**src/rtl/vend_txn_ctrl.sv**
```systemverilog
// vend_txn_ctrl: coin credit accumulation, item vend and change return over valid/ready.
// Optional idle auto-refund is built when VTC_IDLE_REFUND_EN is defined.
`default_nettype none

module vend_txn_ctrl #(
  parameter int                  CREDIT_W       = 8,
  parameter logic [CREDIT_W-1:0] MAX_CREDIT     = 8'd99,
  parameter int                  TIMEOUT_CYCLES = 1000
) (
  input  logic                clk,
  input  logic                rst_n,
  input  logic                coin_valid,
  input  logic [CREDIT_W-1:0] coin_value,
  input  logic                select_valid,
  input  logic [1:0]          item_select,
  input  logic [CREDIT_W-1:0] price_in,
  input  logic [3:0]          stock_level,
  input  logic                cancel,
  input  logic                vend_ready,
  input  logic                change_ready,
  output logic                vend_valid,
  output logic [1:0]          vend_item,
  output logic                change_valid,
  output logic [CREDIT_W-1:0] change_amount,
  output logic [CREDIT_W-1:0] credit,
  output logic                coin_reject,
  output logic                sold_out,
  output logic                insufficient,
  output logic                busy
);

  typedef enum logic [1:0] {
    S_IDLE   = 2'd0,
    S_VEND   = 2'd1,
    S_CHANGE = 2'd2
  } state_t;

  state_t              r_state, w_state_nxt;
  logic [CREDIT_W-1:0] w_credit_nxt, w_change_nxt, w_deduct, w_base;
  logic [CREDIT_W:0]   w_sum;
  logic [1:0]          w_item_nxt;
  logic                w_vv_nxt, w_cv_nxt, w_rej_nxt, w_so_nxt, w_ins_nxt;
  logic                w_timeout, w_refund;

`ifdef VTC_IDLE_REFUND_EN
  localparam int c_cnt_w = $clog2(TIMEOUT_CYCLES + 1);
  logic [c_cnt_w-1:0] r_idle_cnt;

  // Fires on the TIMEOUT_CYCLES-th consecutive quiet IDLE cycle holding credit.
  assign w_timeout = (r_state == S_IDLE) && (credit != '0) &&
                     (r_idle_cnt == c_cnt_w'(TIMEOUT_CYCLES - 1));

  always_ff @(posedge clk or negedge rst_n) begin
    if (!rst_n)
      r_idle_cnt <= '0;
    else if ((r_state != S_IDLE) || (credit == '0) || coin_valid || select_valid || cancel)
      r_idle_cnt <= '0;
    else
      r_idle_cnt <= r_idle_cnt + 1'b1;
  end
`else
  assign w_timeout = 1'b0;
`endif

  assign w_refund = (r_state == S_IDLE) && ((cancel && (credit != '0)) || w_timeout);

  always_comb begin
    w_state_nxt  = r_state;
    w_credit_nxt = credit;
    w_change_nxt = change_amount;
    w_item_nxt   = vend_item;
    w_vv_nxt     = vend_valid;
    w_cv_nxt     = change_valid;
    w_rej_nxt    = 1'b0;
    w_so_nxt     = 1'b0;
    w_ins_nxt    = 1'b0;
    w_deduct     = '0;
    w_base       = credit;
    w_sum        = '0;
    case (r_state)
      S_IDLE: begin
        if (w_refund) begin
          w_change_nxt = credit;
          w_credit_nxt = '0;
          w_cv_nxt     = 1'b1;
          w_rej_nxt    = coin_valid;
          w_state_nxt  = S_CHANGE;
        end else begin
          // Selection is judged against the pre-coin credit.
          if (select_valid) begin
            if (stock_level == 4'd0) begin
              w_so_nxt = 1'b1;
            end else if (credit < price_in) begin
              w_ins_nxt = 1'b1;
            end else begin
              w_deduct    = price_in;
              w_item_nxt  = item_select;
              w_vv_nxt    = 1'b1;
              w_state_nxt = S_VEND;
            end
          end
          w_base = credit - w_deduct;
          w_sum  = {1'b0, w_base} + {1'b0, coin_value};
          if (coin_valid && (w_sum > {1'b0, MAX_CREDIT})) begin
            w_rej_nxt    = 1'b1;
            w_credit_nxt = w_base;
          end else if (coin_valid) begin
            w_credit_nxt = w_sum[CREDIT_W-1:0];
          end else begin
            w_credit_nxt = w_base;
          end
        end
      end
      S_VEND: begin
        w_rej_nxt = coin_valid;
        if (vend_ready) begin
          w_vv_nxt = 1'b0;
          if (credit != '0) begin
            w_change_nxt = credit;
            w_credit_nxt = '0;
            w_cv_nxt     = 1'b1;
            w_state_nxt  = S_CHANGE;
          end else begin
            w_state_nxt = S_IDLE;
          end
        end
      end
      S_CHANGE: begin
        w_rej_nxt = coin_valid;
        if (change_ready) begin
          w_cv_nxt    = 1'b0;
          w_state_nxt = S_IDLE;
        end
      end
      default: w_state_nxt = S_IDLE;
    endcase
  end

  always_ff @(posedge clk or negedge rst_n) begin
    if (!rst_n) begin
      r_state       <= S_IDLE;
      vend_valid    <= 1'b0;
      vend_item     <= '0;
      change_valid  <= 1'b0;
      change_amount <= '0;
      credit        <= '0;
      coin_reject   <= 1'b0;
      sold_out      <= 1'b0;
      insufficient  <= 1'b0;
      busy          <= 1'b0;
    end else begin
      r_state       <= w_state_nxt;
      vend_valid    <= w_vv_nxt;
      vend_item     <= w_item_nxt;
      change_valid  <= w_cv_nxt;
      change_amount <= w_change_nxt;
      credit        <= w_credit_nxt;
      coin_reject   <= w_rej_nxt;
      sold_out      <= w_so_nxt;
      insufficient  <= w_ins_nxt;
      busy          <= (w_state_nxt != S_IDLE);
    end
  end

endmodule

`default_nettype wire

```
**config.mk**
```make
export PLATFORM = sky130hd
export DESIGN_NAME = vend_txn_ctrl
export DESIGN_NICKNAME = d
export VERILOG_FILES = /design/src/rtl/vend_txn_ctrl.sv
export SDC_FILE = /design/constraint.sdc
export NUM_CORES = 1
export LEC_CHECK = 0
export BUFFER_PORTS_ARGS = -buffer_cell sky130_fd_sc_hd__buf_2
export CORE_MARGIN = 2
export CORE_UTILIZATION = 35
export DETAILED_ROUTE_END_ITERATION = 10
export SETUP_SLACK_MARGIN = 0.5
export SLEW_MARGIN = 40
export SYNTH_ARGS = -nofsm -noshare
export SYNTH_HDL_FRONTEND = slang
export SYNTH_SLANG_ARGS = --single-unit
```
**constraint.sdc**
```tcl
create_clock -name clk -period 6.9 [get_ports clk]
set_input_delay 0.69 -clock clk [delete_from_list [all_inputs] [get_ports clk]]
set_output_delay 0.69 -clock clk [all_outputs]
set_load 0.01 [all_outputs]
```
==> flow_summary.json <==
{
  "status": "finished, final reports clean",
  "cts_hold_buffers": 0,
  "cp.required_ps": 7060,
  "globalRouteOverflowTotal": 0,
  "die_w_um": 83.0,
  "timing.fmax_mhz": 179,
  "layout-drive-gt1-share": 0.258,
  "cts.sink_count": 26,
  "finalClockSkew_ps": 2.27,
  "core-area_um2": 5990,
  "drtAntennaViolNets": 0,
  "synth-main-ff-cell": "dfrtp_1",
  "cts.repair.resized": 0,
  "tightest_slew_ps": 708,
  "max-clock-path-buffers": 2,
  "synth_edf_count": 0,
  "final_common_cell": "buf_2",
  "antenna_found_initial": 0,
  "clk_pin_slew_ps": 90,
  "wl_per_cell_um": 13.4,
  "post-route-min-period_ps": 5580,
  "syn_inst": 232,
  "synth_nets": 290,
  "io_pins": 53,
  "grt_pass1_vias": 1779,
  "grt_pass1_wl_mm": 8.11,
  "post-cts-setup-buffers": 0,
  "setup_viol": 0,
  "tritoncts": "done",
  "syn_to_final_growth_pct": 16.8,
  "critPathMaxFanout": 11,
  "track_usage": 0.141,
  "async_flop_share": 1.00,
  "grt_max_degree": 27,
  "syn_area_per_cell_um2": 9.42,
  "die_y_um": 83.0,
  "power_mw": 1.42,
  "htreeDepth": 1,
  "hold_viol_final": 0,
  "leakage_nw": 1.28,
  "synth_cell_types": 59,
  "fin_crit_sh": 0.809,
  "numCtsBuffers": 3,
  "numPortBuffers": 52,
  "drc": 0,
  "worstPathArrival_ps": 5740,
  "drt_iter0_markers": 74,
  "drt_wl_total_mm": 4.81,
  "final_cell_mix": "buf_2, ha_1, dfrtp_1",
  "firstDrtPassIters": 4,
  "ys_seq_elements": 26,
  "cp-end-kind": "flop",
  "tns_ps": 0,
  "relSlewSlack": 0.516,
  "synth_warnings": 0,
  "rsz0062_at_grt": "false",
  "synth_seq_area_share": 0.298,
  "hp-class": "input pin to async pin",
  "antenna_cells": 0,
  "place_congestion": 0.816,
  "finalMaxSlewViolations": 0,
  "timing.hold.ws_ps": 420,
  "cellPowerDensity_nw_per_um2": 555,
  "vias": 1805,
  "critPathKind": "input pin to flop",
  "synth_area_um2": 2190,
  "nets": 343,
  "rows": 28,
  "cts-root-buf": "clkbuf_8",
  "ff_latch_area_um2": 651,
  "startpoint_type": "input pin",
  "start_util": 0.365,
  "worstSkewPairLatency_ps": 270,
  "drv_cap": 0,
  "final_util": 0.426,
  "viasPerCell": 5.04,
  "vdd_ir_drop_max_mv": 0.293,
  "multi_input_area_um2": 1430,
  "dpl.hpwl_mm": 3.96,
  "dieArea_um2": 6890,
  "nFillCells": 620
}
[flip-flops by register name, summed over array words and instances, names as in the netlist]
register / flops
change_amount: 8
credit: 8
r_state: 2
vend_item: 2
busy: 1
change_valid: 1
coin_reject: 1
insufficient: 1
sold_out: 1
vend_valid: 1
[cells by family (layout without fill, tap and decap cells)]
family | Yosys count | after routing | synth area share
buf+inv | 26 | 77 | 0.0504
compound gates | 57 | 57 | 0.193
fa+ha+maj | 29 | 29 | 0.173
xor+xnor | 9 | 9 | 0.0424
mux | 17 | 17 | 0.0836
flops | 26 | 26 | 0.298
simple gates | 68 | 68 | 0.160
[cells in the mapped netlist, drive strengths merged (3+ instances only)]
| cell type | number | area share |
|---|---|---|
| a311oi | 3 | 0.015 |
| dfrtp | 26 | 0.30 |
| o21ai | 15 | 0.038 |
| mux2 | 10 | 0.052 |
| ha | 27 | 0.15 |
| nor2 | 16 | 0.029 |
| mux2i | 7 | 0.032 |
| a211oi | 3 | 0.018 |
| inv | 22 | 0.038 |
| nand4 | 5 | 0.014 |
| xnor2 | 7 | 0.028 |
| o21bai | 3 | 0.010 |
| a21oi | 16 | 0.040 |
| o21a | 3 | 0.010 |
| nand2 | 22 | 0.039 |
| buf | 3 | 0.011 |
| nand3 | 3 | 0.0069 |
| a21o | 3 | 0.010 |
| nor2b | 5 | 0.014 |
| nand2b | 4 | 0.013 |
[routing by layer]
layer / vias up / wire [µm] / part of all wire / track usage
met2: 33 / 2310 / 0.48 / 0.240
met3: 0 / 142 / 0.030 / 0.0149
li1: 933 / - / - / -
met5: - / 0 / 0 / 0
met4: 0 / 0 / 0 / 0.0358
met1: 839 / 2350 / 0.49 / 0.190
[layout make-up]
cell class	count	area share
clock buffer	3	0.0162
inverter	22	0.0323
multi-input combinational	180	0.558
sequential	26	0.255
tap	75	0.0367
timing repair buffer	52	0.102
[worst paths after layout]
path                                   from               end  slack, ps  cells past startpoint
min in group clk           change_amount[3]  change_amount[3]        490                      1
min reg2reg                change_amount[3]  change_amount[3]        490                      1
max                             price_in[3]         credit[4]       1320                     24
max reg2reg                       credit[1]         credit[4]       1350                     21
max in group asynchronous             rst_n         credit[5]       6090                      1
min                                   rst_n          sold_out        420                      1
[metrics by stage]
| step | setup slack (ps) | cell area, µm² | instances |
|---|---|---|---|
| 5_1_grt | 922 | 2550 | 358 |
| 3_5_place_dp | 1080 | 2510 | 355 |
| 4_1_cts | 1320 | 2550 | 358 |
| 6_report | 1320 | 2550 | 358 |
| 2_1_floorplan | 1810 | 2190 | 232 |
| 3_3_place_gp | 1140 | 2510 | 355 |
[power by group]
part / leakage [nW] / switching, mW / total (mW) / internal (mW)
Clock: 0.0216 / 0.0466 / 0.0857 / 0.0391
Sequential: 0.333 / 0.0445 / 0.254 / 0.209
Combinational: 0.924 / 0.605 / 1.08 / 0.471
Total: 1.28 / 0.696 / 1.42 / 0.720
[worst max-delay path, stage by stage]
cell and delay (ps):
buf_2 90, inv_1 40, ha_1 260, o21a_1 110
nor2_1 50, o31ai_1 270, nor2b_1 610, and2_1 230
ha_1 170, inv_1 50, fa_1 400, a21o_1 180
a21oi_1 210, o21bai_1 90, a21oi_1 180, xnor2_1 140
ha_1 380, o21ai_2 80, nor3b_1 140, a311oi_1 330
nand4_1 210, a211oi_4 460, nor2_1 110, a221o_1 270
No activity file was read; power rests on OpenSTA's default activity.
